$ cat src/rtl/pulse_gen_pkg.sv
// Shared types and width helper for the multi-channel pulse generator.
// Optional one-shot support is enabled by defining PULSE_GEN_ONESHOT_EN.
package pulse_gen_pkg;

    typedef enum logic {
        ST_IDLE = 1'b0,
        ST_RUN  = 1'b1
    } state_e;

    typedef enum logic {
        MODE_PERIODIC = 1'b0,
        MODE_ONESHOT  = 1'b1
    } mode_e;

    // Channel-select width; never narrower than one bit.
    function automatic int chw(input int n);
        return (n <= 1) ? 1 : $clog2(n);
    endfunction

endpackage

$ cat src/rtl/pulse_gen_chan.sv
// One independent pulse channel: counter, active and shadow config.
// One-shot mode and trigger exist only with PULSE_GEN_ONESHOT_EN defined.
module pulse_gen_chan import pulse_gen_pkg::*; #(
    parameter int              SIZE      = 16,
    parameter logic [SIZE-1:0] DEF_LIMIT = 16'd9600,
    parameter logic [SIZE-1:0] DEF_WIDTH = 16'd1
) (
    input  logic            i_clk,
    input  logic            i_rst,
    input  logic            i_en,
    input  logic            i_trig,
    input  logic            i_we,
    input  logic [SIZE-1:0] i_limit,
    input  logic [SIZE-1:0] i_width,
    input  logic            i_oneshot,
    output logic            o_pulse,
    output logic            o_tc,
    output logic            o_busy
);

    state_e          r_state;
    logic [SIZE-1:0] r_count;
    logic [SIZE-1:0] r_lim;
    logic [SIZE-1:0] r_wid;
    mode_e           r_mode;
    logic [SIZE-1:0] r_sh_lim;
    logic [SIZE-1:0] r_sh_wid;
    mode_e           r_sh_mode;
    logic            r_pulse;
    logic            r_tc;

    state_e          w_nxt_state;
    logic [SIZE-1:0] w_nxt_count;
    logic [SIZE-1:0] w_sh_lim_d;
    logic [SIZE-1:0] w_sh_wid_d;
    mode_e           w_sh_mode_d;
    logic            w_at_tc;
    logic            w_start;
    logic            w_apply;
    logic            w_pulse_d;
    logic            w_tc_d;

`ifdef PULSE_GEN_ONESHOT_EN
    assign w_sh_mode_d = i_we ? mode_e'(i_oneshot) : r_sh_mode;
    assign w_start     = i_en & ((r_mode == MODE_PERIODIC) | i_trig);
`else
    logic w_unused;
    assign w_unused    = ^{i_trig, i_oneshot};
    assign w_sh_mode_d = MODE_PERIODIC;
    assign w_start     = i_en;
`endif

    // Next state, next count, shadow update and registered-output inputs.
    always_comb begin
        w_nxt_state = r_state;
        w_nxt_count = r_count;
        w_at_tc     = (r_state == ST_RUN) && (r_count == r_lim);
        w_pulse_d   = (r_state == ST_RUN) && (r_count < r_wid);
        w_tc_d      = w_at_tc;
        w_sh_lim_d  = i_we ? i_limit : r_sh_lim;
        w_sh_wid_d  = i_we ? i_width : r_sh_wid;
        // New config reaches the active set only between periods.
        w_apply     = (r_state == ST_IDLE) || w_at_tc;
        unique case (r_state)
            ST_IDLE: begin
                w_nxt_count = '0;
                if (w_start) w_nxt_state = ST_RUN;
            end
            ST_RUN: begin
                if (!i_en || (r_mode == MODE_ONESHOT && w_at_tc)) begin
                    w_nxt_state = ST_IDLE;
                    w_nxt_count = '0;
                end else if (w_at_tc) begin
                    w_nxt_count = '0;
                end else begin
                    w_nxt_count = r_count + 1'b1;
                end
            end
            default: begin
                w_nxt_state = ST_IDLE;
                w_nxt_count = '0;
            end
        endcase
    end

    // State, counter, config and output registers.
    always_ff @(posedge i_clk) begin
        if (i_rst) begin
            r_state   <= ST_IDLE;
            r_count   <= '0;
            r_lim     <= DEF_LIMIT;
            r_wid     <= DEF_WIDTH;
            r_mode    <= MODE_PERIODIC;
            r_sh_lim  <= DEF_LIMIT;
            r_sh_wid  <= DEF_WIDTH;
            r_sh_mode <= MODE_PERIODIC;
            r_pulse   <= 1'b0;
            r_tc      <= 1'b0;
        end else begin
            r_state   <= w_nxt_state;
            r_count   <= w_nxt_count;
            r_sh_lim  <= w_sh_lim_d;
            r_sh_wid  <= w_sh_wid_d;
            r_sh_mode <= w_sh_mode_d;
            r_pulse   <= w_pulse_d;
            r_tc      <= w_tc_d;
            if (w_apply) begin
                r_lim  <= w_sh_lim_d;
                r_wid  <= w_sh_wid_d;
                r_mode <= w_sh_mode_d;
            end
        end
    end

    assign o_pulse = r_pulse;
    assign o_tc    = r_tc;
    assign o_busy  = (r_state == ST_RUN);

endmodule

$ cat src/rtl/pulse_gen.sv
// Multi-channel pulse generator top: config decode plus channel array.
// Define PULSE_GEN_ONESHOT_EN to honour cfg_oneshot and trig.
module pulse_gen import pulse_gen_pkg::*; #(
    parameter int              SIZE      = 16,
    parameter int              NCH       = 2,
    parameter logic [SIZE-1:0] DEF_LIMIT = 16'd9600,
    parameter logic [SIZE-1:0] DEF_WIDTH = 16'd1,
    localparam int             CHW       = chw(NCH)
) (
    input  logic            clk_in,
    input  logic            rst,
    input  logic [NCH-1:0]  en,
    input  logic [NCH-1:0]  trig,
    input  logic            cfg_we,
    input  logic [CHW-1:0]  cfg_ch,
    input  logic [SIZE-1:0] cfg_limit,
    input  logic [SIZE-1:0] cfg_width,
    input  logic            cfg_oneshot,
    output logic [NCH-1:0]  pulse,
    output logic [NCH-1:0]  tc,
    output logic [NCH-1:0]  busy
);

    logic [NCH-1:0] w_we;

    // Route the write strobe to one channel; out-of-range selects hit none.
    always_comb begin
        w_we = '0;
        for (int i = 0; i < NCH; i++) begin
            if (cfg_we && (cfg_ch == CHW'(i))) w_we[i] = 1'b1;
        end
    end

    for (genvar g = 0; g < NCH; g++) begin : g_ch
        pulse_gen_chan #(
            .SIZE      (SIZE),
            .DEF_LIMIT (DEF_LIMIT),
            .DEF_WIDTH (DEF_WIDTH)
        ) u_chan (
            .i_clk     (clk_in),
            .i_rst     (rst),
            .i_en      (en[g]),
            .i_trig    (trig[g]),
            .i_we      (w_we[g]),
            .i_limit   (cfg_limit),
            .i_width   (cfg_width),
            .i_oneshot (cfg_oneshot),
            .o_pulse   (pulse[g]),
            .o_tc      (tc[g]),
            .o_busy    (busy[g])
        );
    end

endmodule

$ cat config.mk
export PLATFORM = sky130hd
export DESIGN_NAME = pulse_gen
export DESIGN_NICKNAME = d
export VERILOG_FILES = /design/src/rtl/pulse_gen_pkg.sv /design/src/rtl/pulse_gen_chan.sv /design/src/rtl/pulse_gen.sv
export SDC_FILE = /design/constraint.sdc
export NUM_CORES = 1
export LEC_CHECK = 0
export BUFFER_PORTS_ARGS = -buffer_cell sky130_fd_sc_hd__buf_2
export CORE_MARGIN = 1
export CORE_UTILIZATION = 55
export DETAILED_ROUTE_END_ITERATION = 10
export PLACE_DENSITY = 0.69
export SYNTH_ARGS = -nofsm -noshare
export SYNTH_HDL_FRONTEND = slang
export SYNTH_SLANG_ARGS = --single-unit
$ cat constraint.sdc
create_clock -name clk_in -period 2 [get_ports clk_in]
set_input_delay 0.4 -clock clk_in [delete_from_list [all_inputs] [get_ports clk_in]]
set_output_delay 0.4 -clock clk_in [all_outputs]
set_load 0.01 [all_outputs]
==> results.md, run 1 <==
* Status: finished clean
* Largest net degree at the start of global routing at 66
* Area of the mapped netlist at 7310 sq um
* Global-route wire length before repair at 25,900 um
* Slew HR at between 50% and 60%
* Setup TNS at 0 ns
* Reg2Reg Setup Slack at approximately 0.14 ns
* Fin area at 8520 sq um
* Worst-margin pin slew at 0.668 ns
* Fmax at 0.538 GHz
* Routed wl met2 at 8040 um
* Crit path kind: register to register
* Highest metal used: met4
* DR vias at around 5,500
* H-tree depth at 4
* Most frequent cells in the layout: 166 x dfxtp_1, 140 x nand2_1, 84 x nor2_1
* # DRC at 0
* Number of global-route vias before repair at between 5,000 and 6,000
* Place WS at 0.112 ns
* Pre-antenna DRT Iters at 5
* Die height at 117 um
* Main flop type after synthesis: dfxtp_1
* Wl on met1 at 7010 um
* Minimum clock period at roughly 1.9 ns
* Mapped Cells at 806
* Row count at 41
* Setup bufs post-CTS at 0
* Pleak at 3.75 nW
* Area Overhead vs Synth at 16.6%
* PortBufs at 43
* Post-synth ARST share at 0%
* Placed wire-length estimate at approximately 11,000 um
* Met3 WL at 352 um
* CTS Sinks at 166
* Buffers and inverters on the worst path at 1
* Clk_lat worst skew at 0.42 ns
* CTS Buf Count at 17
* HP Class: input pin to register
* CTS root buffer: clkbuf_16
* Number of fillers in the final layout at about 1,000
* Core area at 12,800 sq um
* Cell Pwr Density at 882 nW/um^2
* Setup violations, final at 0
* N_diodes at 0
* Die area at 13,700 sq um
* PnR worst setup slack at 0.143 ns
* Worst path required time at 2.30 ns
* Syn. warnings at 0
* Iteration-0 DRC Markers at 347
* CP delay by family, top: simple AND/OR/NAND/NOR gates
* Final Hold Viols at 0
* TritonCTS clock tree: built
* Post-Route Skew at 0.00508 ns
* Synth Register Bits at 166
* Initial core utilization at 57.2%
* RSZ-0062 raised after global routing: false
* Kind of end point of the critical path: register
* Drt wl/cell at 14.9 um
* Vias/cell at 5.21
* Avg Cell Area, Syn at 9.06 sq um
* Seq/Total Area, Yosys at 45.5%
* Final WL at between 15,000 and 20,000 um
* NumNets Final at 941
* Peak VDD IR at 563 uV
* Max-Cap Viols at 0
* IO Count at 47
* Grt total ovfl at 0
* Distinct cells, synth at 38
* Die Span X at 117 um
* Pins over their slew limit at 0
* Max incr delay on CP at about 0.36 ns
* Worst Path Arrival at 2.16 ns
* Clock buffer depth at 2
* Clock slew at reported path FFs at 0.06 ns
* Crit-path max FO at 11
* Initial antenna violation count at 0
* Post-synth EDFFs at 0
* Share of layout cells above drive strength 1 at 18.2%
* Overall routing resource usage at between 20% and 30%
* Cts hold-fix bufs at 0
* Period utilization at 92.9%
* Antenna viol nets, final at 0
* Final core occ at 66.7%
* Synth Net Count at 879
* Commonest non-fill, non-tap cell in the layout: dfxtp_1
* Total chip power at about 7.5 mW
* Placed inst area at roughly 8000 sq um
* Crit path cell chain: xor2_1, nor4_1, nand4_2, nand2_4, buf_12, mux2_4
* CP Launch Type: register
* Post-CTS sizing at 0
* GPL Wtd Cong at 0.887
* Highest-delay cell along the critical path: nor4_1
stage by stage:
stage | hold slack [ns] | cells
floorplan | 0.435 | 806
global placement | 0.446 | 1021
detailed placement | 0.455 | 1021
CTS | 0.243 | 1052
global route | 0.254 | 1052
finish | 0.254 | 1052
cell type report:
class	instances	area (sq um)	area share [%]
multi-input combinational	559	3610	42.3
sequential	166	3320	39.0
timing repair buffer	89	613	7.19
clock buffer	22	484	5.68
tap	172	215	2.53
clock inverter	9	148	1.73
inverter	35	131	1.54
cells in the mapped netlist, types with 9 or more instances:
cell	number	area share, %
a21o_1	10	1.0
a21oi_1	69	4.7
a31oi_1	10	0.86
clkbuf_1	29	1.5
dfxtp_1	166	45
ha_1	32	5.5
inv_1	35	1.8
mux2_1	20	3.1
mux2_2	14	2.2
mux2_4	20	4.1
nand2_1	140	7.2
nand3_1	12	0.82
nand3b_1	10	1.0
nand4_1	12	1.0
nor2_1	84	4.3
nor2b_1	27	2.3
xnor2_1	9	1.1
xor2_1	51	6.1
worst reg2reg max path, stage by stage (launching register included):
cell	delay [ns]
dfxtp_1	0.33
xor2_1	0.16
nor4_1	0.36
nand4_2	0.19
nand2_4	0.21
buf_12	0.18
mux2_4	0.31
layer usage:
| layer | global-route usage [%] | vias to the layer above |
|---|---|---|
| met1 | 29.5 | 2625 |
| met4 | 8.95 | 0 |
| met3 | 5.36 | 23 |
| met2 | 43.7 | 64 |
| met5 | 0 | - |
| li1 | - | 2770 |
final timing paths:
check | from | end | cells past startpoint
worst max-delay path | g_ch[1].u_chan.r_lim[13] | g_ch[1].u_chan.r_wid[5] | 6
worst max register to register | g_ch[1].u_chan.r_lim[13] | g_ch[1].u_chan.r_wid[5] | 6
worst min-delay path | cfg_limit[13] | g_ch[1].u_chan.r_sh_lim[13] | 3
worst min register to register | g_ch[0].u_chan.r_sh_lim[14] | g_ch[0].u_chan.r_sh_lim[14] | 2
logic make-up (layout without fill, tap and decap cells):
logic type / count (synthesis) / count (layout) / share of synthesized area (%)
compound gates: 101 / 101 / 7.83
simple gates: 312 / 312 / 19.4
xor+xnor: 60 / 60 / 7.19
mux: 54 / 54 / 9.35
fa+ha+maj: 32 / 32 / 5.48
flops: 166 / 166 / 45.5
buf+inv: 81 / 155 / 5.26
registers in the layout, summed over array words and instances (netlist names):
name                  cells
g_ch.u_chan.o_tc          2
g_ch.u_chan.o_pulse       2
g_ch.u_chan.r_count      32
g_ch.u_chan.r_wid        32
g_ch.u_chan.r_lim        32
g_ch.u_chan.r_sh_wid     32
g_ch.u_chan.o_busy        2
g_ch.u_chan.r_sh_lim     32
report_power, final:
group	leakage (nW)	internal, mW	switching [mW]
registers	1.35	3.44	0.0593
logic	2.08	0.242	0.307
clock network	0.312	2.21	1.26
(Power assumes the default switching activity.)
==> inputs of run 2 (changes only) <==
--- a/config.mk
+++ b/config.mk
@@ -5,11 +5,12 @@
 export SDC_FILE = /design/constraint.sdc
 export NUM_CORES = 1
 export LEC_CHECK = 0
-export BUFFER_PORTS_ARGS = -buffer_cell sky130_fd_sc_hd__buf_2
 export CORE_MARGIN = 1
-export CORE_UTILIZATION = 55
+export CORE_UTILIZATION = 40
 export DETAILED_ROUTE_END_ITERATION = 10
-export PLACE_DENSITY = 0.69
+export DONT_BUFFER_PORTS = 1
+export PLACE_DENSITY = 0.5
 export SYNTH_ARGS = -nofsm -noshare
 export SYNTH_HDL_FRONTEND = slang
 export SYNTH_SLANG_ARGS = --single-unit
+export TNS_END_PERCENT = 30
==> run 2 against run 1 <==
Clock skew up 0.0035 ns. Largest cell class unchanged. Count of clock-buffer cells in the layout down 2. First-iteration DRC count down 25%. Final area down 2.6%. Utilization down 20 points. Die area up 37%. Sequential cell count unchanged. Critical path depth unchanged. Highest routed layer unchanged. Combinational power down 19%.
==> results.md, run 2 (same netlist as run 1, synthesis figures left out) <==
* Status: finished clean
* Post-CTS sizing at 0
* Drt wl/cell at 14.9 um
* CTS Buf Count at 17
* Reg-to-reg startpoint: g_ch[1].u_chan.r_lim[13]
* Combinational fraction of design power at between 6 and 7%
* RSZ-0062 raised after global routing: false
* Worst path required time at 2.31 ns
* TritonCTS clock tree: built
* CP delay by family, top: simple AND/OR/NAND/NOR gates
* Core area at ~18,000 sq um
* Net Sw Frac at 22.3%
* Cell Pwr Density at roughly 870 nW/um^2
* Cell internal pwr at about 5.6 mW
* Number of global-route vias before repair at 4,947
* Die area at 18,800 sq um
* HP Class: input pin to register
* Minimum clock period at approximately 1.9 ns
* CTS Sinks at approximately 170
* Period utilization at 95.2%
* IO Count at 47
* Initial antenna violation count at 0
* Clock power frac at roughly 45%
* Switch Pwr at approximately 1.6 mW
* WHS at around 0.073 ns
* NumNets Final at 893
* DR vias at 5,136
* Global-route wire length before repair at 25,800 um
* Worst-margin pin slew at 0.531 ns
* Kind of end point of the critical path: register
* Met3 WL at 286 um
* Crit-path max FO at 8
* Highest-delay cell along the critical path: nor4_1
* Clock slew at reported path FFs at 0.06 ns
* CTS root buffer: clkbuf_16
* Grt total ovfl at 0
* # DRC at 0
* Pins over their slew limit at 0
* Largest net degree at the start of global routing at 133
* Placed inst area at 7710 sq um
* Final core occ at between 40% and 50%
* Setup TNS at 0 ns
* Sequential Power Share at about half
* H-tree depth at 4
* Area Overhead vs Synth at 13.6%
* Max incr delay on CP at 0.41 ns
* N_diodes at 0
* Final Hold Viols at 0
* Crit path kind: register to register
* Slew HR at 64.3%
* Setup violations, final at 0
* Peak VDD IR at 608 uV
* Antenna viol nets, final at 0
* Routed wl met2 at 7760 um
* Critical Path Start: g_ch[1].u_chan.r_lim[13]
* Total chip power at between 7 and 8 mW
* Crit path cell chain: xor2_1, nor4_1, nand4_2, nand2_4, buf_4, mux2_4
* Reg2Reg Setup Slack at 0.1 ns
* Clock buffer depth at 2
* Share of layout cells above drive strength 1 at 13.2%
* Wl on met1 at 7410 um
* Pre-antenna DRT Iters at 4
* Buffers and inverters on the worst path at 1
* Max-Cap Viols at 0
* Setup bufs post-CTS at 0
* Initial core utilization at 40.8%
* Pleak at 3.52 nW
* Cts hold-fix bufs at 0
* Highest metal used: met4
* Iteration-0 DRC Markers at 260
* Fin area at 8300 sq um
* Row count at 49
* Commonest non-fill, non-tap cell in the layout: dfxtp_1
* Die Span X at 137 um
* Placed wire-length estimate at 11,600 um
* Worst Path Arrival at 2.22 ns
* Fmax at 0.525 GHz
* CP Launch Type: register
* Post-Route Skew at 0.00856 ns
* Vias/cell at between 4 and 5
* Most frequent cells in the layout: 166 x dfxtp_1, 140 x nand2_1, 84 x nor2_1
* GPL Wtd Cong at 0.817
* Final WL at 15,800 um
* PortBufs at 0
* Overall routing resource usage at 18.1%
* Worst Min Path Start: rst
* Die height at around 140 um
* Clk_lat worst skew at approximately 0.42 ns
[run 2: final timing paths]
check                                             endpoint  cells after the start
worst max register to register     g_ch[1].u_chan.r_lim[6]                      6
worst min-delay path            g_ch[0].u_chan.r_sh_lim[5]                      1
worst max-delay path               g_ch[1].u_chan.r_lim[6]                      6
worst min register to register  g_ch[0].u_chan.r_sh_lim[1]                      2
[run 2: routing by layer]
metal | vias to the layer above | global-route usage, %
li1 | 2685 | -
met1 | 2385 | 22.6
met2 | 43 | 30.6
met3 | 23 | 3.11
met4 | 0 | 7.39
met5 | - | 0
[run 2: through the flow]
step                setup WS, ns  instances
finish                    0.0968       1062
global route              0.0145       1062
CTS                       0.0585       1062
detailed placement        0.0808       1030
global placement          0.0983       1030
floorplan                  0.239        806
[run 2: area by class of cell]
| cell class | count | area, sq um |
|---|---|---|
| Clock buffer | 20 | 437 |
| Clock inverter | 12 | 153 |
| Fill cell | 1730 | 9600 |
| Inverter | 35 | 131 |
| Multi-Input combinational cell | 559 | 3600 |
| Sequential cell | 166 | 3320 |
| Tap cell | 229 | 287 |
| Timing Repair Buffer | 41 | 370 |
[run 2: power groups by stage]
stage	combinational, mW	clock (mW)	sequential [mW]
CTS	0.452	3.37	3.50
floorplan	0.391	0	3.55
detailed placement	0.450	0	3.57
global placement	0.440	0	3.57
finish	0.446	3.28	3.50
global route	0.505	3.49	3.51
